[src/rtl/sync_fifo_param_if.sv]
// Handshake and status bundle for sync_fifo_param. The master drives write/read
// requests and flush; the slave (the FIFO) returns data, occupancy and flags.
interface sync_fifo_param_if #(
  parameter int DATA_W = 8,
  parameter int DEPTH  = 16
);
  localparam int AW = $clog2(DEPTH);

  logic              flush;
  logic              wr;
  logic [DATA_W-1:0] din;
  logic              rd;
  logic [DATA_W-1:0] dout;
  logic              dout_valid;
  logic              full;
  logic              empty;
  logic              almost_full;
  logic              almost_empty;
  logic [AW:0]       count;
  logic              overflow;
  logic              underflow;

  modport master (
    output flush, wr, din, rd,
    input  dout, dout_valid, full, empty, almost_full, almost_empty,
           count, overflow, underflow
  );

  modport slave (
    input  flush, wr, din, rd,
    output dout, dout_valid, full, empty, almost_full, almost_empty,
           count, overflow, underflow
  );
endinterface

[src/rtl/sync_fifo_param.sv]
// Single-clock FIFO with power-of-two depth, registered read data, occupancy
// count, programmable almost flags, synchronous flush and sticky error flags.
module sync_fifo_param #(
  parameter int DATA_W   = 8,
  parameter int DEPTH    = 16,
  parameter int AF_LEVEL = DEPTH - 2,
  parameter int AE_LEVEL = 2
) (
  input  logic                 clk,
  input  logic                 rst_n,
  sync_fifo_param_if.slave     bus
);
  localparam int          AW      = $clog2(DEPTH);
  localparam logic [AW:0] DEPTH_C = (AW+1)'(DEPTH);
  localparam logic [AW:0] AF_C    = (AW+1)'(AF_LEVEL);
  localparam logic [AW:0] AE_C    = (AW+1)'(AE_LEVEL);

  logic [DATA_W-1:0] mem [DEPTH];

  logic [AW:0]       wp, rp;
  logic [AW:0]       occ;
  logic [DATA_W-1:0] dout_p1;
  logic              vld_p1;
  logic              ovf_q, unf_q;

  logic              full_w, empty_w;
  logic              rd_ok, wr_ok;

  // Extra pointer bit makes wp - rp the exact occupancy, 0..DEPTH, with no wrap
  // special cases; the count therefore moves on the same edge as the pointers.
  assign occ     = wp - rp;
  assign full_w  = (occ == DEPTH_C);
  assign empty_w = (occ == '0);

  // A full FIFO still takes a write when a read frees a slot on the same edge.
  assign rd_ok = bus.rd & ~empty_w;
  assign wr_ok = bus.wr & (~full_w | rd_ok);

  always_ff @(posedge clk or negedge rst_n) begin
    if (!rst_n) begin
      wp <= '0;
      rp <= '0;
    end else if (bus.flush) begin
      wp <= '0;
      rp <= '0;
    end else begin
      if (wr_ok) wp <= wp + 1'b1;
      if (rd_ok) rp <= rp + 1'b1;
    end
  end

  // Storage carries no reset; only the pointers decide what is valid.
  always_ff @(posedge clk) begin
    if (wr_ok && !bus.flush) mem[wp[AW-1:0]] <= bus.din;
  end

  // ---- read stage: popped word registered onto dout ----
  always_ff @(posedge clk or negedge rst_n) begin
    if (!rst_n) begin
      dout_p1 <= '0;
      vld_p1  <= 1'b0;
    end else if (bus.flush) begin
      vld_p1  <= 1'b0;
    end else begin
      vld_p1 <= rd_ok;
      if (rd_ok) dout_p1 <= mem[rp[AW-1:0]];
    end
  end

  // Sticky error flags; flush-cycle requests are discarded without flagging.
  always_ff @(posedge clk or negedge rst_n) begin
    if (!rst_n) begin
      ovf_q <= 1'b0;
      unf_q <= 1'b0;
    end else if (bus.flush) begin
      ovf_q <= 1'b0;
      unf_q <= 1'b0;
    end else begin
      if (bus.wr && !wr_ok) ovf_q <= 1'b1;
      if (bus.rd && !rd_ok) unf_q <= 1'b1;
    end
  end

  assign bus.dout         = dout_p1;
  assign bus.dout_valid   = vld_p1;
  assign bus.count        = occ;
  assign bus.full         = full_w;
  assign bus.empty        = empty_w;
  assign bus.almost_full  = (occ >= AF_C);
  assign bus.almost_empty = (occ <= AE_C);
  assign bus.overflow     = ovf_q;
  assign bus.underflow    = unf_q;
endmodule

[src/flat_wrapper.sv]
// flat-port wrapper written by rule: the top's interface ports become plain ports
module sync_fifo_param_flat 
#(
  parameter int DATA_W   = 8,
  parameter int DEPTH    = 16,
  parameter int AF_LEVEL = DEPTH - 2,
  parameter int AE_LEVEL = 2
)
  (clk, rst_n, bus_flush, bus_wr, bus_din, bus_rd, bus_dout, bus_dout_valid, bus_full, bus_empty, bus_almost_full, bus_almost_empty, bus_count, bus_overflow, bus_underflow);
  sync_fifo_param_if #(.DATA_W(DATA_W), .DEPTH(DEPTH)) bus_i ();
  input  logic clk;
  input  logic rst_n;
  input wire logic [$bits(bus_i.flush)-1:0] bus_flush;
  input wire logic [$bits(bus_i.wr)-1:0] bus_wr;
  input wire logic [$bits(bus_i.din)-1:0] bus_din;
  input wire logic [$bits(bus_i.rd)-1:0] bus_rd;
  output wire logic [$bits(bus_i.dout)-1:0] bus_dout;
  output wire logic [$bits(bus_i.dout_valid)-1:0] bus_dout_valid;
  output wire logic [$bits(bus_i.full)-1:0] bus_full;
  output wire logic [$bits(bus_i.empty)-1:0] bus_empty;
  output wire logic [$bits(bus_i.almost_full)-1:0] bus_almost_full;
  output wire logic [$bits(bus_i.almost_empty)-1:0] bus_almost_empty;
  output wire logic [$bits(bus_i.count)-1:0] bus_count;
  output wire logic [$bits(bus_i.overflow)-1:0] bus_overflow;
  output wire logic [$bits(bus_i.underflow)-1:0] bus_underflow;
  assign bus_i.flush = bus_flush;
  assign bus_i.wr = bus_wr;
  assign bus_i.din = bus_din;
  assign bus_i.rd = bus_rd;
  assign bus_dout = bus_i.dout;
  assign bus_dout_valid = bus_i.dout_valid;
  assign bus_full = bus_i.full;
  assign bus_empty = bus_i.empty;
  assign bus_almost_full = bus_i.almost_full;
  assign bus_almost_empty = bus_i.almost_empty;
  assign bus_count = bus_i.count;
  assign bus_overflow = bus_i.overflow;
  assign bus_underflow = bus_i.underflow;
  sync_fifo_param #(.DATA_W(DATA_W), .DEPTH(DEPTH), .AF_LEVEL(AF_LEVEL), .AE_LEVEL(AE_LEVEL)) u_core (.clk(clk), .rst_n(rst_n), .bus(bus_i));
endmodule
[config.mk]
export PLATFORM = sky130hd
export DESIGN_NAME = sync_fifo_param_flat
export DESIGN_NICKNAME = d
export VERILOG_FILES = /design/src/rtl/sync_fifo_param_if.sv /design/src/rtl/sync_fifo_param.sv /design/src/flat_wrapper.sv
export SDC_FILE = /design/constraint.sdc
export NUM_CORES = 1
export LEC_CHECK = 0
export ABC_AREA = 1
export CORE_ASPECT_RATIO = 1.1
export CORE_UTILIZATION = 50
export DETAILED_ROUTE_END_ITERATION = 12
export PLACE_DENSITY = 0.8
export REMOVE_ABC_BUFFERS = 1
export SYNTH_ARGS = -nofsm -noshare
export SYNTH_HDL_FRONTEND = slang
export SYNTH_SLANG_ARGS = --single-unit
[constraint.sdc]
create_clock -name clk -period 7.34 [get_ports clk]
set_clock_uncertainty 0.2 [all_clocks]
set_input_delay 1.835 -clock clk [delete_from_list [all_inputs] [get_ports clk]]
set_output_delay 1.835 -clock clk [all_outputs]
set_load 0.01 [all_outputs]
After elaboration in Yosys (flattened, before gate mapping)
Memories as Yosys holds them, arrays and structs flattened. A register that Yosys moved wholly into a read port is not among the register bits.
Cells that the tools add are included.
{ "op_classes": {"n_eq_ne": 1, "addsub": 3, "n_lt_le_gt_ge": 2, "n_mux": 11, "reduce_logical": 13, "n_bitwise": 6} }
{ "ops": {"columns": ["operator", "count"], "rows": [
  ["5-bit two-way mux", 4],
  ["5-bit by 1-bit adder with 5-bit output (second input constant)", 2],
  ["2-bit nonzero test", 4],
  ["1-bit two-way mux", 7],
  ["5-bit == test (second input constant)", 1],
  ["5-bit by 4-bit >= comparator with 1-bit output (second input constant)", 1],
  ["5-bit by 2-bit less-or-equal comparator with 1-bit output (second input constant)", 1],
  ["5-bit zero test", 1],
  ["5-bit subtractor", 1],
  ["1-bit zero test", 4],
  ["1-bit logical AND", 3],
  ["1-bit inverter", 3],
  ["1-bit bitwise AND", 2],
  ["2-bit AND reduction", 1],
  ["1-bit bitwise OR", 1]
]} }
{ "word_totals": {"output_inout_bits": 20, "n_memories": 1, "mem_bits_rw": 128, "word_cells": 42, "reg_bits": 13} }
{ "memory_table": {"columns": ["name", "words", "word_bits", "rd", "rd_ports_with_merged_regs", "wr", "line", "text"], "rows": [
  ["u_core.mem", 16, 8, 1, 1, 1, "sync_fifo_param.sv:18", "logic [DATA_W-1:0] mem [DEPTH];"]
]} }

Logic depth before layout (Yosys ltp)
Gate-level depths: netlist (run 1).
{ "depth": {"ltp_word": 10, "depth_mapped": 13} }

Least setup slack after synthesis (run 1)
OpenSTA, ideal clock, no wires.
{ "synth_timing": {"kind": "flip-flop to output port", "from": "register u_core.rp[2]", "to": "output bus_empty", "n_path_buf": 1, "path_slack_ns": 3.430, "arrival_ns": 1.875, "stages_incl_launch_ff": 10, "cell_sequence": "dfrtp_1 > clkinv_1 > ha_1 > or2_1 > nand3_2 > nand2_4 > nor2_8 > nand3_4 > buf_6 > inv_1"} }
{ "synth_via": {"elab_chain_len": 2} }
{ "synth_lines": {"columns": ["item", "line", "text"], "rows": [
  ["start: declaration", "sync_fifo_param.sv:20", "logic [AW:0] wp, rp;"],
  ["start signal: assignment", "sync_fifo_param.sv:48", "if (rd_ok) rp <= rp + 1'b1;"],
  ["5-bit subtractor", "sync_fifo_param.sv:31", "assign occ = wp - rp;"],
  ["named net bus_count[3]", "flat_wrapper.sv:23", "output wire logic [$bits(bus_i.count)-1:0] bus_count;"],
  ["5-bit zero test", "sync_fifo_param.sv:33", "assign empty_w = (occ == '0);"],
  ["end: declaration", "flat_wrapper.sv:20", "output wire logic [$bits(bus_i.empty)-1:0] bus_empty;"]
]} }
The timed path passes the listed nets, and every way through them passes these cells.

Worst setup path after layout (run 1)
{ "layout_timing": {"from": "register u_core.rp[1]", "to": "output bus_empty"} }
{ "layout_via": {"elab_chain_len": 2} }
{ "layout_lines": {"columns": ["item", "line"], "rows": [
  ["5-bit subtractor", "sync_fifo_param.sv:31"],
  ["5-bit zero test", "sync_fifo_param.sv:33"]
]} }
Every way passes these cells.

==> metrics, run 1 <==
status=finished clean; Avg WL per Cell=roughly 17 µm; Die Ht=125 µm; Lkg Pwr=between 0.003 and 0.004 µW; PwrDens=between 300 and 400 nW/µm²; IO Pins=33; post-route ant nets=0; Max Slew Vio Count=0; Fmax achieved=roughly 180 MHz; CTS tree=yes; RSZ-0062 raised after global routing=no; drt initial violations=453; Final WS setup=1.79 ns; Final setup viols=0; drt drc=0; Setup Crit Path Kind=reg2out; Final min period=approximately 5.5 ns; Synth Warn #=0; largest net degree at the start of global routing=69; Worst Hold Launch=u_core.bus.dout[1]; Layout Nets=741; clock sinks=149; vias in the first global route=4,834; Worst-Margin Slew=around 1 ns; # rows=44; number of synthesized flops with an enable pin=about 130; GRT Residual Overflow=0; Hold Path Class=reg2reg; synth cell count leaders=nand2_1, edfxtp_1, inv_1, nand3_1, nor2_1; Setup crit end kind=output port; Netlist cell types=31; Inserted Diodes=0; Synth area leader=edfxtp_1; synthesized instance count=between 600 and 700; CTS root buf=clkbuf_16; Initial Utilization=51.7%; CTS buffer count=17; Yosys top cell area share=between 50% and 60%; HPWL after detailed placement=9.79 mm; clock buffer depth=2; Worst slew margin=between 30% and 40%; Endpoint, Worst Hold=u_core.bus.dout[1]; reg2reg end=u_core.mem[14][4]; initial antenna violation count=0; register area=approximately 4400 µm²; Port Buffers=32; first-pass GRT wire length=24.4 mm; setup repair bufs after CTS=0; r2r setup slk=3.42 ns; Yosys reg bits=around 150; layout cells sized above 1=7.93%; Worst VDD drop=0.207 mV; Cells on Worst Hold Path=2; top-count cell post-synth=nand2_1; TNS Setup=0 ns; die area=14,200 µm²; Fin. Hold Viols=0; ranking of synthesized cells by area=edfxtp_1, nand2_1, dfrtp_1; core area=13,300 µm²; synthesis-to-finish area growth=14.9%; Vias/cell=between 5 and 6; crit share post-route=between 70% and 80%; FF-to-FF Start=u_core.rp[1]; R2R depth=10; post-cts resize count=0; Multi-input gate area=2120 µm²; Placer Congestion=0.982; hold buffers post-CTS=0; CTS H-tree lvls=4; signal arrival time at the worst endpoint=3.51 ns; Critical Path RT=between 5 and 6 ns; die width=114 µm; DRT Pass-1 Iters=6; sequential cell area fraction in the yosys report=63.8%; Max Cap Viol=0; clock slew at reported path FFs=0.06 ns; pre-CTS setup slack=2.26 ns; dominant synthesized flop cell=edfxtp_1; total number of vias=approximately 4,900; Mean Syn Cell Area=about 9.9 µm²; clock latency at the later pin of the worst-skew pair=0.42 ns; Post-synth ARST share=14.1%; Crit Path Max Fanout=25; fill cell count=1,046; final wirelength=15.3 mm; startpoint types=flip-flop; Mapped Area=6850 µm²; GRT Overall Usage=23.2%
## logic make-up (layout without fill, tap and decap cells)
| family | after synthesis | in the layout | synth area share [%] |
|---|---|---|---|
| AND/OR/NAND/NOR | 431 | 431 | 27.0 |
| XOR/XNOR | 7 | 7 | 1.00 |
| buffers and inverters | 85 | 121 | 5.28 |
| AO/OA/AOI/OAI | 13 | 13 | 0.986 |
| flip-flops | 149 | 149 | 63.8 |
| adder cells (fa/ha/maj) | 10 | 10 | 1.94 |
## flip-flops by register name (all words and copies together) (netlist names)
name                   count
u_core.bus.dout            8
u_core.bus.dout_valid      1
u_core.bus.overflow        1
u_core.bus.underflow       1
u_core.mem               128
u_core.rp                  5
u_core.wp                  5
## final cells by class
type / count / area share (%)
clock buffers: 19 / 5.50
inverters: 54 / 2.57
repair buffers: 35 / 4.35
clock inverters: 13 / 2.18
flip-flops and latches: 149 / 55.5
well taps: 184 / 2.92
multi-input cells: 461 / 27.0
## routing by layer
layer / track usage [%] / share of wire, % / vias to the layer above / wire, µm
met4: 11.2 / 3.9 / 0 / 588
met2: 38.9 / 50 / 190 / 7630
met1: 27.6 / 39 / 2299 / 5920
li1: - / - / 2321 / -
met3: 5.84 / 7.3 / 53 / 1120
met5: 0 / 0 / - / 0
## where the power goes
part	internal (µW)	total [µW]	switching, µW	leakage (µW)
Clock	539	879	340	0.000289
Combinational	293	812	520	0.00158
Sequential	963	998	34.9	0.00143
Total	1790	2690	895	0.00330
## critical path, stage by stage (launching register included)
cell and delay [ns]:
dfrtp_1 0.78, buf_4 0.40, inv_2 0.25, ha_1 0.38, nand3_1 0.08, nand3_1 0.16
nand2_4 0.09, nor2_8 0.13, nand3_4 0.18, inv_1 0.09, clkdlybuf4s50_1 0.53
## through the flow
| stage | util, % | cell area (µm²) | hold WS (ns) | instances | power (µW) |
|---|---|---|---|---|---|
| 2_1_floorplan | - | 6690 | 0.316 | 664 | 1500 |
| 3_3_place_gp | 54.8 | 7270 | 0.267 | 883 | 1790 |
| 3_5_place_dp | 54.8 | 7270 | 0.271 | 883 | 1820 |
| 4_1_cts | 59.3 | 7870 | 0.287 | 915 | 2690 |
| 5_1_grt | 59.3 | 7870 | 0.309 | 915 | 2800 |
| 6_report | 59.3 | 7870 | 0.283 | 915 | 2690 |
## cells in the final DEF, fill, tap and decap left out, drive strengths merged
cell / instances
clkinvlp: 2
nand4: 19
o21a: 1
nand2: 314
clkdlybuf4s50: 32
nor3: 1
clkbuf: 19
bufinv: 3
nand3: 55
edfxtp: 128
ha: 9
or2: 1
dfrtp: 21
nand3b: 1
fa: 1
clkinv: 7
inv: 55
o21ai: 8
a21oi: 4
xor2: 6
nor2: 40
buf: 3
xnor2: 1
## how the worst max path moves through the flow
stage	slack [ns]	from	endpoint
2_1_floorplan	2.69	u_core.rp[0]	bus_almost_empty
3_3_place_gp	2.33	u_core.rp[1]	bus_empty
3_5_place_dp	2.26	u_core.rp[1]	bus_empty
4_1_cts	1.81	u_core.rp[1]	bus_empty
5_1_grt	1.59	u_core.rp[1]	bus_empty
6_report	1.79	u_core.rp[1]	bus_empty
No activity file was read; power rests on OpenSTA's default activity.
==> run 2: changes to the inputs <==
==> constraint.sdc (replaced) <==
create_clock -name clk -period 5.11 [get_ports clk]
set_clock_uncertainty 0.2 [all_clocks]
set_input_delay 1.2775 -clock clk [delete_from_list [all_inputs] [get_ports clk]]
set_output_delay 1.2775 -clock clk [all_outputs]
set_load 0.01 [all_outputs]
==> metrics, run 2 (synthesis gave the netlist of run 1 again) <==
GRT Residual Overflow=0 (unchanged); Fin. Hold Viols=0 (unchanged); Hold Path Class=reg2reg (unchanged); Initial Utilization=51.7% (unchanged); fill cell count=1,038 (was 1,046); pre-CTS setup slack=0.846 ns (was 2.26 ns); max incr delay on CP=0.63 ns (was 0.78 ns); Layout Cells excl Fill=918 (was 915); Largest register FFs=128 (unchanged); most common cell after layout, fill and taps aside=nand2_1 (unchanged); Layout Nets=744 (was 741); final wirelength=15.5 mm (was 15.3 mm); die area=14,200 µm² (unchanged); Sw Pwr=1300 µW (was 895 µW); largest net degree at the start of global routing=69 (unchanged); Worst-Margin Slew=0.981 ns (was 1.00 ns); TNS Setup=0 ns (unchanged); Final setup viols=0 (unchanged); Net Sw Frac=32.2% (was 33.3%); critical path cell sequence=clkinv_1 > ha_1 > or2_1 > nand3_2 > nand2_4 > nor2_8 > nand3_4 > inv_1 > clkdlybuf4s50_1 (was buf_4 > inv_2 > ha_1 > nand3_1 > nand3_1 > nand2_4 > nor2_8 > nand3_4 > inv_1 > clkdlybuf4s50_1); status=finished clean (unchanged); Final WS setup=0.340 ns (was 1.79 ns); clock power share=35.2% (was 32.7%); layout cells sized above 1=8.31% (was 7.93%); HPWL after detailed placement=10.0 mm (was 9.79 mm); Slowest cell on crit path=dfrtp_1 (unchanged); CTS root buf=clkbuf_16 (unchanged); IO Pins=33 (unchanged); Crit path buffers/inverters=3 (was 4); most frequent cells in the layout=nand2_1, edfxtp_1, inv_1, nand3_1, clkdlybuf4s50_1 (unchanged); hold buffers post-CTS=0 (unchanged); core area=13,300 µm² (unchanged); clock latency at the later pin of the worst-skew pair=0.42 ns (about the same); die width=114 µm (unchanged); post-route ant nets=0 (unchanged); Port Buffers=32 (unchanged); drt initial violations=489 (was 453); clock slew at reported path FFs=0.06 ns (about the same); drt drc=0 (unchanged); clock buffer depth=2 (unchanged); placed cell areas=7290 µm² (was 7270 µm²); Critical Path RT=3.63 ns (was 5.31 ns); crit share post-route=93.4%; CTS buffer count=17 (unchanged); initial antenna violation count=0 (unchanged); RSZ-0062 raised after global routing=no (unchanged); Lkg Pwr=0.00335 µW (was 0.00330 µW); signal arrival time at the worst endpoint=3.29 ns (was 3.51 ns); Crit Path Max Fanout=16 (was 25); vias in the first global route=4,868 (was 4,834); Power Internal=2730 µW (was 1790 µW); total number of vias=4,903 (was 4,863); Die Ht=125 µm (unchanged); Vias/cell=5.34 (was 5.31); Fmax achieved=210 MHz; Hold WS=0.282 ns (was 0.283 ns); placed cells=886 (was 883); post-cts resize count=0 (unchanged); Setup Crit Path Kind=reg2out (unchanged); clock sinks=149 (unchanged); Max Cap Viol=0 (unchanged); CTS H-tree lvls=4 (unchanged); Combinational Power Share=29.7% (was 30.2%); # rows=44 (unchanged); Avg WL per Cell=16.9 µm (was 16.7 µm); Worst slew margin=34.4% (was 33.1%); Final min period=4.77 ns; synthesis-to-finish area growth=16.2% (was 14.9%); Worst VDD drop=0.261 mV (was 0.207 mV); Setup crit end kind=output port (unchanged); GRT Overall Usage=23.6% (was 23.2%); setup repair bufs after CTS=0 (unchanged); DRT Pass-1 Iters=5 (was 6); CTS tree=yes (unchanged); Max Slew Vio Count=0 (unchanged); Placer Congestion=0.930 (was 0.982); startpoint types=flip-flop (unchanged); design area=7970 µm² (was 7870 µm²); PwrDens=505 nW/µm² (was 342 nW/µm²); Flop pwr share=35.2% (was 37.1%); first-pass GRT wire length=24.8 mm (was 24.4 mm); Inserted Diodes=0 (unchanged); CP delay by family, top=buffers and inverters (unchanged)
==> run 2: worst min-delay path, delay by kind of cell (launching register included) <==
kind	cells	cell delay [ns]
flops	1	0.34
simple gates	2	0.10
==> run 2: metal layers <==
metal / up-vias / share of wire, % / track usage [%]
met4: 0 / 3.3 / 10.8
met2: 221 / 50 / 39.0
met3: 43 / 7.4 / 5.60
met5: - / 0 / 0
met1: 2316 / 39 / 29.1
li1: 2323 / - / -
==> run 2: power groups by stage <==
stage / clock, µW / sequential [µW] / combinational (µW)
floorplan: 0 / 1510 / 639
global placement: 0 / 1440 / 1140
global route: 1480 / 1420 / 1310
detailed placement: 0 / 1440 / 1180
CTS: 1420 / 1420 / 1190
finish: 1420 / 1420 / 1190
==> run 2: final cells by class <==
| class | count | area, µm² | area share [%] |
|---|---|---|---|
| flip-flops and latches | 149 | 4370 | 54.9 |
| repair buffers | 38 | 365 | 4.59 |
| clock buffers | 17 | 425 | 5.34 |
| inverters | 54 | 203 | 2.54 |
| clock inverters | 15 | 250 | 3.14 |
| multi-input cells | 461 | 2120 | 26.6 |
| well taps | 184 | 230 | 2.89 |
==> run 2: final timing paths <==
kind | from | to | slack, ns | cells after the start
max | u_core.rp[2] | bus_empty | 0.34 | 9
min | u_core.bus.dout[1] | u_core.bus.dout[1] | 0.28 | 2
max reg2reg | u_core.rp[2] | u_core.mem[9][1] | 1.39 | 9
min reg2reg | u_core.bus.dout[1] | u_core.bus.dout[1] | 0.28 | 2
max in group asynchronous | rst_n | u_core.rp[0] | 2.85 | 1
min in group asynchronous | rst_n | u_core.bus.dout[0] | 1.20 | 1
==> run 2: stage by stage <==
stage / utilization (%) / total power, µW
2_1_floorplan: - / 2150
3_3_place_gp: 55.0 / 2580
3_5_place_dp: 55.0 / 2620
4_1_cts: 60.0 / 4030
5_1_grt: 60.0 / 4210
6_report: 60.0 / 4020
==> run 3: changes to the inputs <==
--- a/config.mk
+++ b/config.mk
@@ -6,6 +6,7 @@
 export NUM_CORES = 1
 export LEC_CHECK = 0
 export ABC_AREA = 1
+export CAP_MARGIN = 20
 export CORE_ASPECT_RATIO = 1.1
 export CORE_UTILIZATION = 50
 export DETAILED_ROUTE_END_ITERATION = 12
==> metrics, run 3 (synthesis gave the netlist of run 1 again) <==
Combinational Power Share=29.7% (about the same); first-pass GRT wire length=24.8 mm (unchanged); total number of vias=4,904 (was 4,903); Most Used Layer, Global Route=met2 (unchanged); clock latency at the later pin of the worst-skew pair=0.42 ns (about the same); pre-CTS setup slack=0.846 ns (unchanged); drt initial violations=467 (was 489); Max Slew Vio Count=0 (unchanged); DRT Pass-1 Iters=5 (unchanged); FF-to-FF Start=u_core.rp[2] (unchanged); Worst-Margin Slew=0.771 ns (was 0.981 ns); Sw Pwr=1290 µW (was 1300 µW); CTS buffer count=17 (unchanged); Power Internal=2730 µW (about the same); synthesis-to-finish area growth=16.5% (was 16.2%); Setup crit end kind=output port (unchanged); post-cts resize count=0 (unchanged); Hold WS=0.280 ns (was 0.282 ns); initial antenna violation count=0 (unchanged); met1 Resource Use GR=29.1% (unchanged); hold buffers post-CTS=0 (unchanged); Vias/cell=5.34 (about the same); Inserted Diodes=0 (unchanged); Avg WL per Cell=16.9 µm (about the same); clock sinks=149 (unchanged); Initial Utilization=51.7% (unchanged); Lkg Pwr=0.00336 µW (was 0.00335 µW); Crit Path Max Fanout=16 (unchanged); HPWL after detailed placement=10.0 mm (unchanged); core area=13,300 µm² (unchanged); largest net degree at the start of global routing=69 (unchanged); Worst Hold Launch=u_core.bus.dout[1] (unchanged); clock power share=35.1% (was 35.2%); die area=14,200 µm² (unchanged); startpoint types=flip-flop (unchanged); clock buffer depth=2 (unchanged); GRT Residual Overflow=0 (unchanged); layout cells sized above 1=8.44% (was 8.31%); post-route ant nets=0 (unchanged); Fin. Hold Viols=0 (unchanged); drt drc=0 (unchanged); Layout Cells excl Fill=919 (was 918); Fmax achieved=210 MHz (about the same); Largest register FFs=128 (unchanged); PwrDens=504 nW/µm² (was 505 nW/µm²); fill cell count=1,036 (was 1,038); Final setup viols=0 (unchanged); clock slew at reported path FFs=0.06 ns (about the same); RSZ-0062 raised after global routing=no (unchanged); CTS H-tree lvls=4 (unchanged); Net Sw Frac=32.2% (about the same); Worst VDD drop=0.261 mV (about the same); met2 Use GR=39.0% (unchanged); final wirelength=15.5 mm (about the same); Final Util=60.2% (was 60.0%); status=finished clean (unchanged); Worst slew margin=48.4% (was 34.4%); Max Cap Viol=0 (unchanged); Final WS setup=0.356 ns (was 0.340 ns); Flop pwr share=35.2% (about the same); setup repair bufs after CTS=0 (unchanged); Setup Crit Path Kind=reg2out (unchanged); # rows=44 (unchanged); CTS root buf=clkbuf_16 (unchanged); Hold Path Class=reg2reg (unchanged); vias in the first global route=4,868 (unchanged); CTS tree=yes (unchanged); Final min period=4.75 ns (was 4.77 ns); global routing met3 resource utilization=5.60% (unchanged); Die Ht=125 µm (unchanged); crit share post-route=93.0% (was 93.4%); signal arrival time at the worst endpoint=3.28 ns (was 3.29 ns); placed cells=886 (unchanged); most frequent cells in the layout=nand2_1, edfxtp_1, inv_1, nand3_1, clkdlybuf4s50_1 (unchanged); Layout Nets=745 (was 744); Critical Path RT=3.63 ns (about the same); Placer Congestion=0.930 (unchanged); crit path from=u_core.rp[2] (unchanged); die width=114 µm (unchanged); most common cell after layout, fill and taps aside=nand2_1 (unchanged); IO Pins=33 (unchanged); TNS Setup=0 ns (unchanged); GRT Overall Usage=23.6% (unchanged); Port Buffers=32 (unchanged)
run 3: cell count changes in the layout (fill, tap and decap cells not counted), sizes merged:
cell,delta
buf,+1
run 3: stage by stage:
step | area (µm²) | total power [µW]
floorplan | 6690 | 2150
global placement | 7290 | 2580
detailed placement | 7290 | 2620
CTS | 7970 | 4030
global route | 7980 | 4210
finish | 7980 | 4020
run 3: power groups by stage:
stage	clock network [µW]	logic [µW]	registers [µW]
after global routing	1480	1310	1420
after detailed placement	0	1180	1440
after CTS	1420	1190	1420
final	1410	1200	1420
after floorplan	0	639	1510
after global placement	0	1140	1440
run 3: worst max-delay path, stage by stage (launching register included):
cell             delay, ns
dfrtp_1               0.62
clkinv_1              0.35
ha_1                  0.47
or2_1                 0.28
nand3_2               0.11
nand2_4               0.08
nor2_8                0.13
nand3_4               0.19
inv_1                 0.11
clkdlybuf4s50_1       0.53
run 3: final timing paths:
check | cells after the start | endpoint | slack, ns
setup reg to reg | 9 | u_core.mem[9][1] | 1.41
min in group asynchronous | 1 | u_core.bus.dout[0] | 0.89
setup / recovery | 9 | bus_empty | 0.36
hold reg to reg | 2 | u_core.bus.dout[1] | 0.28
max in group asynchronous | 2 | u_core.rp[0] | 3.39
hold / removal | 2 | u_core.bus.dout[1] | 0.28
run 3: cell type report:
class                      instances  area [µm²]  area share (%)
sequential                       149        4370            54.8
multi-input combinational        461        2120            26.6
clock buffer                      17         425            5.33
timing repair buffer              39         380            4.77
clock inverter                    15         250            3.14
tap                              184         230            2.88
inverter                          54         203            2.54
run 3: metal layers:
| metal | part of all wire (%) | up-vias | wire length [µm] |
|---|---|---|---|
| li1 | - | 2329 | - |
| met3 | 7.0 | 45 | 1090 |
| met1 | 39 | 2321 | 6090 |
| met4 | 3.3 | 0 | 511 |
| met5 | 0 | - | 0 |
| met2 | 50 | 209 | 7820 |
